$ cat config.mk
export PLATFORM = sky130hd
export DESIGN_NAME = collision_scheduler
export DESIGN_NICKNAME = d
export VERILOG_FILES = /design/src/rtl/collision_scheduler.sv
export SDC_FILE = /design/constraint.sdc
export NUM_CORES = 1
export LEC_CHECK = 0
export BUFFER_PORTS_ARGS = -buffer_cell sky130_fd_sc_hd__buf_2
export CORE_ASPECT_RATIO = 0.75
export CORE_MARGIN = 2
export CORE_UTILIZATION = 60
export CTS_CLUSTER_SIZE = 12
export DETAILED_ROUTE_END_ITERATION = 8
export PLACE_DENSITY = 0.89
export SETUP_SLACK_MARGIN = 0.02
export SYNTH_ARGS = -nofsm -noshare
export SYNTH_HDL_FRONTEND = slang
export SYNTH_SLANG_ARGS = --single-unit
$ cat constraint.sdc
create_clock -name Clk -period 12.7 [get_ports Clk]
set_clock_uncertainty 0.2 [all_clocks]
set_input_delay 0.635 -clock Clk [delete_from_list [all_inputs] [get_ports Clk]]
set_output_delay 0.635 -clock Clk [all_outputs]
set_load 0.1 [all_outputs]
$ cat src/rtl/collision_scheduler.sv
// ----------------------------------------------------------------------------
// collision_scheduler
//   Frame-synchronous sequencer around one shared rectangle-vs-wall overlap
//   comparator. A rising edge on frame_clk takes a snapshot of all tank,
//   bullet and wall positions. The scheduler then walks 4 objects x 4 walls,
//   one comparison per Clk, and publishes registered can_move/hit results.
//
// Ports
//   Clk, Reset                  system clock, async active-high reset
//   frame_clk                   frame tick (async to Clk), rising edge starts a pass
//   X1..X4, Y1..Y4              wall top-left corners (walls 1,3 horizontal; 2,4 vertical)
//   X/Y_Tank1/2, X/Y_Bullet1/2  object top-left corners
//   tank_dir1/2, bullet_dir1/2  1 up, 2 right, 3 left, 4 down, else stationary
//   can_move1/2                 1 = tank may take its step this frame
//   hit1/2                      2'b00 = bullet hits a wall, 2'b01 = clear
//   busy                        pass in progress (LOAD or CHECK)
//   results_valid               one-Clk pulse when the outputs update
//   overrun                     one-Clk pulse when a frame edge arrives while busy
//
// State  | meaning
// IDLE   | waiting for a synchronized frame edge
// LOAD   | snapshot inputs, clear accumulators
// CHECK  | 16 comparisons, object-major (tank1, tank2, bullet1, bullet2)
// DONE   | results published, results_valid high
// ----------------------------------------------------------------------------
module collision_scheduler #(
    parameter logic [9:0]  TANK_SIZE   = 10'd32,
    parameter logic [9:0]  BULLET_SIZE = 10'd8,
    parameter logic [9:0]  TANK_STEP   = 10'd1,
    parameter logic [9:0]  BULLET_STEP = 10'd5,
    parameter logic [10:0] H_W         = 11'd64,
    parameter logic [10:0] H_H         = 11'd32,
    parameter logic [10:0] V_W         = 11'd32,
    parameter logic [10:0] V_H         = 11'd64
) (
    input  logic       Clk,
    input  logic       Reset,
    input  logic       frame_clk,
    input  logic [9:0] X1,
    input  logic [9:0] Y1,
    input  logic [9:0] X2,
    input  logic [9:0] Y2,
    input  logic [9:0] X3,
    input  logic [9:0] Y3,
    input  logic [9:0] X4,
    input  logic [9:0] Y4,
    input  logic [9:0] X_Tank1,
    input  logic [9:0] Y_Tank1,
    input  logic [9:0] X_Tank2,
    input  logic [9:0] Y_Tank2,
    input  logic [9:0] X_Bullet1,
    input  logic [9:0] Y_Bullet1,
    input  logic [9:0] X_Bullet2,
    input  logic [9:0] Y_Bullet2,
    input  logic [2:0] tank_dir1,
    input  logic [2:0] tank_dir2,
    input  logic [2:0] bullet_dir1,
    input  logic [2:0] bullet_dir2,
    output logic       can_move1,
    output logic       can_move2,
    output logic [1:0] hit1,
    output logic [1:0] hit2,
    output logic       busy,
    output logic       results_valid,
    output logic       overrun
);

    typedef enum logic [1:0] {S_IDLE, S_LOAD, S_CHECK, S_DONE} state_t;

    state_t      r_state;
    state_t      w_state_next;

    logic        r_fsync1;
    logic        r_fsync2;
    logic        r_fprev;
    logic        w_start;
    logic        w_busy;

    logic [1:0]  r_obj;
    logic [1:0]  r_wall;
    logic [3:0]  r_blocked;
    logic [3:0]  w_blocked_next;
    logic        w_last;

    logic [9:0]  r_ox [0:3];
    logic [9:0]  r_oy [0:3];
    logic [2:0]  r_od [0:3];
    logic [9:0]  r_wx [0:3];
    logic [9:0]  r_wy [0:3];

    logic        r_can_move1;
    logic        r_can_move2;
    logic [1:0]  r_hit1;
    logic [1:0]  r_hit2;
    logic        r_results_valid;

    logic [10:0] w_x, w_y, w_cx, w_cy, w_s, w_p;
    logic [10:0] w_wx, w_wy, w_ww, w_wh;
    logic        w_under;
    logic        w_moving;
    logic        w_overlap;

    // frame_clk synchronizer and edge detect
    always_ff @(posedge Clk or posedge Reset) begin
        if (Reset) begin
            r_fsync1 <= 1'b0;
            r_fsync2 <= 1'b0;
            r_fprev  <= 1'b0;
        end else begin
            r_fsync1 <= frame_clk;
            r_fsync2 <= r_fsync1;
            r_fprev  <= r_fsync2;
        end
    end

    assign w_start = r_fsync2 & ~r_fprev;
    assign w_busy  = (r_state == S_LOAD) || (r_state == S_CHECK);
    assign w_last  = (r_obj == 2'd3) && (r_wall == 2'd3);

    // FSM state register
    always_ff @(posedge Clk or posedge Reset) begin
        if (Reset) r_state <= S_IDLE;
        else       r_state <= w_state_next;
    end

    // FSM next state
    always_comb begin
        w_state_next = r_state;
        case (r_state)
            S_IDLE:  if (w_start) w_state_next = S_LOAD;
            S_LOAD:  w_state_next = S_CHECK;
            S_CHECK: if (w_last) w_state_next = S_DONE;
            S_DONE:  w_state_next = S_IDLE;
            default: w_state_next = S_IDLE;
        endcase
    end

    // Shared comparator: candidate box of the current object vs current wall
    always_comb begin
        w_x      = {1'b0, r_ox[r_obj]};
        w_y      = {1'b0, r_oy[r_obj]};
        w_s      = r_obj[1] ? {1'b0, BULLET_SIZE} : {1'b0, TANK_SIZE};
        w_p      = r_obj[1] ? {1'b0, BULLET_STEP} : {1'b0, TANK_STEP};
        w_wx     = {1'b0, r_wx[r_wall]};
        w_wy     = {1'b0, r_wy[r_wall]};
        // wall index 0/2 are walls 1/3 (horizontal), 1/3 are walls 2/4 (vertical)
        w_ww     = r_wall[0] ? V_W : H_W;
        w_wh     = r_wall[0] ? V_H : H_H;
        w_cx     = w_x;
        w_cy     = w_y;
        w_under  = 1'b0;
        w_moving = 1'b1;
        case (r_od[r_obj])
            3'd1: begin
                w_under = (w_y < w_p);
                w_cy    = w_y - w_p;
            end
            3'd2: w_cx = w_x + w_p;
            3'd3: begin
                w_under = (w_x < w_p);
                w_cx    = w_x - w_p;
            end
            3'd4: w_cy = w_y + w_p;
            default: w_moving = 1'b0;
        endcase
        // stepping off the top/left edge counts as blocked regardless of the wall
        w_overlap = w_moving & (w_under |
                    ((w_cx < w_wx + w_ww) && (w_cx + w_s > w_wx) &&
                     (w_cy < w_wy + w_wh) && (w_cy + w_s > w_wy)));
    end

    always_comb begin
        w_blocked_next        = r_blocked;
        w_blocked_next[r_obj] = r_blocked[r_obj] | w_overlap;
    end

    // Snapshot, walk counters, accumulators and published results
    always_ff @(posedge Clk or posedge Reset) begin
        if (Reset) begin
            r_obj           <= 2'd0;
            r_wall          <= 2'd0;
            r_blocked       <= 4'd0;
            r_can_move1     <= 1'b1;
            r_can_move2     <= 1'b1;
            r_hit1          <= 2'b01;
            r_hit2          <= 2'b01;
            r_results_valid <= 1'b0;
            for (int i = 0; i < 4; i++) begin
                r_ox[i] <= 10'd0;
                r_oy[i] <= 10'd0;
                r_od[i] <= 3'd0;
                r_wx[i] <= 10'd0;
                r_wy[i] <= 10'd0;
            end
        end else begin
            r_results_valid <= 1'b0;
            case (r_state)
                S_LOAD: begin
                    r_ox[0] <= X_Tank1;   r_oy[0] <= Y_Tank1;   r_od[0] <= tank_dir1;
                    r_ox[1] <= X_Tank2;   r_oy[1] <= Y_Tank2;   r_od[1] <= tank_dir2;
                    r_ox[2] <= X_Bullet1; r_oy[2] <= Y_Bullet1; r_od[2] <= bullet_dir1;
                    r_ox[3] <= X_Bullet2; r_oy[3] <= Y_Bullet2; r_od[3] <= bullet_dir2;
                    r_wx[0] <= X1; r_wy[0] <= Y1;
                    r_wx[1] <= X2; r_wy[1] <= Y2;
                    r_wx[2] <= X3; r_wy[2] <= Y3;
                    r_wx[3] <= X4; r_wy[3] <= Y4;
                    r_blocked <= 4'd0;
                    r_obj     <= 2'd0;
                    r_wall    <= 2'd0;
                end
                S_CHECK: begin
                    r_blocked <= w_blocked_next;
                    r_wall    <= r_wall + 2'd1;
                    if (r_wall == 2'd3) r_obj <= r_obj + 2'd1;
                    // publish on the edge entering DONE, including the final comparison
                    if (w_last) begin
                        r_can_move1     <= ~w_blocked_next[0];
                        r_can_move2     <= ~w_blocked_next[1];
                        r_hit1          <= w_blocked_next[2] ? 2'b00 : 2'b01;
                        r_hit2          <= w_blocked_next[3] ? 2'b00 : 2'b01;
                        r_results_valid <= 1'b1;
                    end
                end
                default: ;
            endcase
        end
    end

    assign can_move1     = r_can_move1;
    assign can_move2     = r_can_move2;
    assign hit1          = r_hit1;
    assign hit2          = r_hit2;
    assign results_valid = r_results_valid;
    assign busy          = w_busy;
    assign overrun       = w_start & w_busy;

endmodule
==> results.py <==
metrics = {
    "global_routing": {
        "grt_pass1_wl_um": 40200,
        "overflow": 0,
        "grt_max_degree": 111,
        "grt_pass1_vias": 7997,
        "grt.total_usage_pct": 26.6,
        "antenna_found_initial": 0,
    },
    "worst_setup_path": {
        "reg2reg_depth": 23,
        "cpPeakStageDelay_ps": 740,
        "cp_slowest_cell": "a2111oi_0",
        "endpoint": "hit2[0]",
        "crit_chain": "buf_4 -> inv_1 -> ha_1 -> nand2_1 -> o22ai_1 -> a211oi_1 -> nand2_1 -> o32ai_1 -> nand2_1 -> xnor2_1 -> ha_1 -> nand3_1 -> nor2_1 -> a2111oi_0 -> nor3b_2 -> xor2_1 -> ha_1 -> o21ai_0 -> nand2b_1 -> a21oi_1 -> a211o_1 -> a211o_1 -> a31o_1",
        "critPathMaxFanout": 20,
        "path_class": "flop to flop",
        "rr_startpoint": "r_obj[1]",
        "cp.depth": 23,
        "path_delay_family": "compound AO/OA/AOI/OAI gates",
        "reg2reg_to": "hit2[0]",
        "crit_path_end_kind": "flop",
        "cp.required_ps": 12870,
        "crit_buf_inv": 2,
        "critPathLaunch": "r_obj[1]",
        "start_kind": "flop",
        "arrival_ps": 6390,
        "rrSetupSlack_ps": 6480,
    },
    "clock_network": {
        "cts_tree": "built",
        "cts_hold_buf": 0,
        "htreeDepth": 4,
        "insertion_delay_ps": 440,
        "root_buffer": "clkbuf_16",
        "clock_path_buffers": 2,
        "cts_resized": 0,
        "clk_pin_slew_ps": 70,
        "postCtsSetupRepairBufs": 0,
        "cts_sinks": 190,
        "cts_buffers": 17,
    },
    "pwr": {
        "ir_drop_mv": 0.144,
        "power_leakage_nw": 5.54,
        "power_density_mw_per_mm2": 282,
        "power.total_w": 0.00353,
    },
    "detailed_routing": {
        "initialDrtViolationCount": 549,
        "antenna_left": 0,
        "routed_wl_um": 24300,
        "vias": 7516,
        "drc": 0,
        "first_pass_iters": 5,
        "vias_per_cell": 5.88,
        "post_drt_wl_per_cell_um": 19.0,
    },
    "sta": {
        "setup_ws_ps": 6480,
        "drv_slew": 0,
        "slew_headroom_pct": 32.3,
        "max_freq_mhz": 161,
        "final.setup.tns_ps": 0,
        "rsz0062_at_grt": "no",
        "period_share_pct": 49.0,
        "finalHoldViolCount": 0,
        "finalCriticalPeriod_ps": 6220,
        "tightest_slew_ps": 1010,
        "setup_viol": 0,
    },
    "floorplan": {
        "dieArea_mm2": 0.0192,
        "die_x_um": 159,
        "rows": 42,
        "die_h_um": 120,
        "fp.coreArea_mm2": 0.0177,
        "initial_core_util_pct": 61.4,
        "io_pins": 184,
    },
    "final_layout": {
        "antenna_cells": 0,
        "area_growth_pct": 15.5,
        "multiInputGateArea_mm2": 0.00572,
        "final_nets": 1264,
        "layout-drive-gt1-share_pct": 44.1,
        "post-route-util_pct": 70.9,
        "nFillCells": 1238,
        "finalNonFillerCells": 1278,
        "seqCellArea_mm2": 0.00476,
    },
    "placement": {
        "pre_cts_slack_ps": 6590,
        "gp_congestion": 0.952,
        "dp_hpwl_um": 17900,
        "dp_cells": 1246,
        "portBuffers": 181,
    },
    "synth": {
        "synth.top_cells.by_count": "dfrtp_1 (186), mux2_2 (173), ha_1 (64)",
        "synth_area_leaders": "dfrtp_1 (43%), mux2_2 (18%), mux4_2 (7.7%), ha_1 (7.4%), inv_1 (1.7%)",
        "ys_types": 76,
        "synth-seq-cells": 190,
        "yosysMostFrequentCell": "dfrtp_1",
        "synth.largest_area_cell": "dfrtp_1",
        "avgSynthCellArea_um2": 12.7,
        "synth-edff-count": 0,
        "seq_area_frac_synth_pct": 43.9,
        "yosysWarningCount": 0,
        "syn_area_mm2": 0.0108,
        "yosys_most_used_dff": "dfrtp_1",
        "netlist_instances": 853,
        "async_flop_share_pct": 100,
        "synth_top_area_share_pct": 43.0,
    },
    "job": {
        "drv_cap": 0,
    },
    "worst_hold_path": {
        "worstHoldPathType": "input port to async pin",
    },
    "status": {
        "status": "finished clean",
    },
}
[flip-flops by register name, summed over array words and instances (netlist names), 2 cells and up]
signal / flops
r_ox: 40
r_obj: 2
r_blocked: 4
r_wall: 2
r_wy: 40
r_wx: 40
r_oy: 40
r_od: 12
r_state: 2
[layout by cell type (no fill, tap or decap), drive strengths merged, types with 20 or more instances in the layout]
master / n
a21oi: 20
buf: 188
dfrtp: 186
ha: 64
inv: 58
mux2: 174
mux4: 44
nand2: 34
nor2: 28
o21ai: 27
[stage by stage]
stage	instance area (um2)	hold slack, ps
floorplan	10800	131
global placement	11900	134
detailed placement	11900	142
CTS	12500	87.8
global route	12500	89.5
finish	12500	95.6
[metal layers]
layer,GRT usage [%],vias up,wire length [um]
li1,-,3470,-
met1,36.5,3723,10700
met2,43.0,279,11600
met3,5.35,44,1480
met4,8.98,0,538
met5,0,-,0
[power by group]
group          switching [W]  internal [W]  leakage, nW
registers           0.000165      0.000901         2.24
clock network       0.000254      0.000277        0.274
logic               0.000991      0.000943         3.03
total                0.00141       0.00212         5.54
[layout make-up]
| class | instances | share of cell area (%) |
|---|---|---|
| clock inverter | 15 | 1.22 |
| inverter | 51 | 1.61 |
| multi-input combinational | 575 | 45.7 |
| sequential | 190 | 38.0 |
| clock buffer | 17 | 3.40 |
| timing repair buffer | 188 | 7.65 |
| tap | 242 | 2.42 |
[worst min path at each step]
| stage | startpoint | endpoint | slack [ps] | cells past startpoint |
|---|---|---|---|---|
| global route | frame_clk | r_fsync1 | 90 | 1 |
| global placement | r_fsync1 | r_fsync2 | 130 | 0 |
| finish | Reset | r_wy[7] | 100 | 2 |
| CTS | frame_clk | r_fsync1 | 90 | 1 |
| detailed placement | r_fsync1 | r_fsync2 | 140 | 0 |
| floorplan | r_fsync1 | r_fsync2 | 130 | 0 |
[cell families after synthesis]
logic type	share of synthesized area, %
fa+ha+maj	7.76
xor+xnor	2.81
other cells	0.0346
compound gates	6.84
simple gates	7.02
mux	28.1
flops	43.9
buf+inv	3.48
Note: power is estimated with default switching activity, not from simulation.
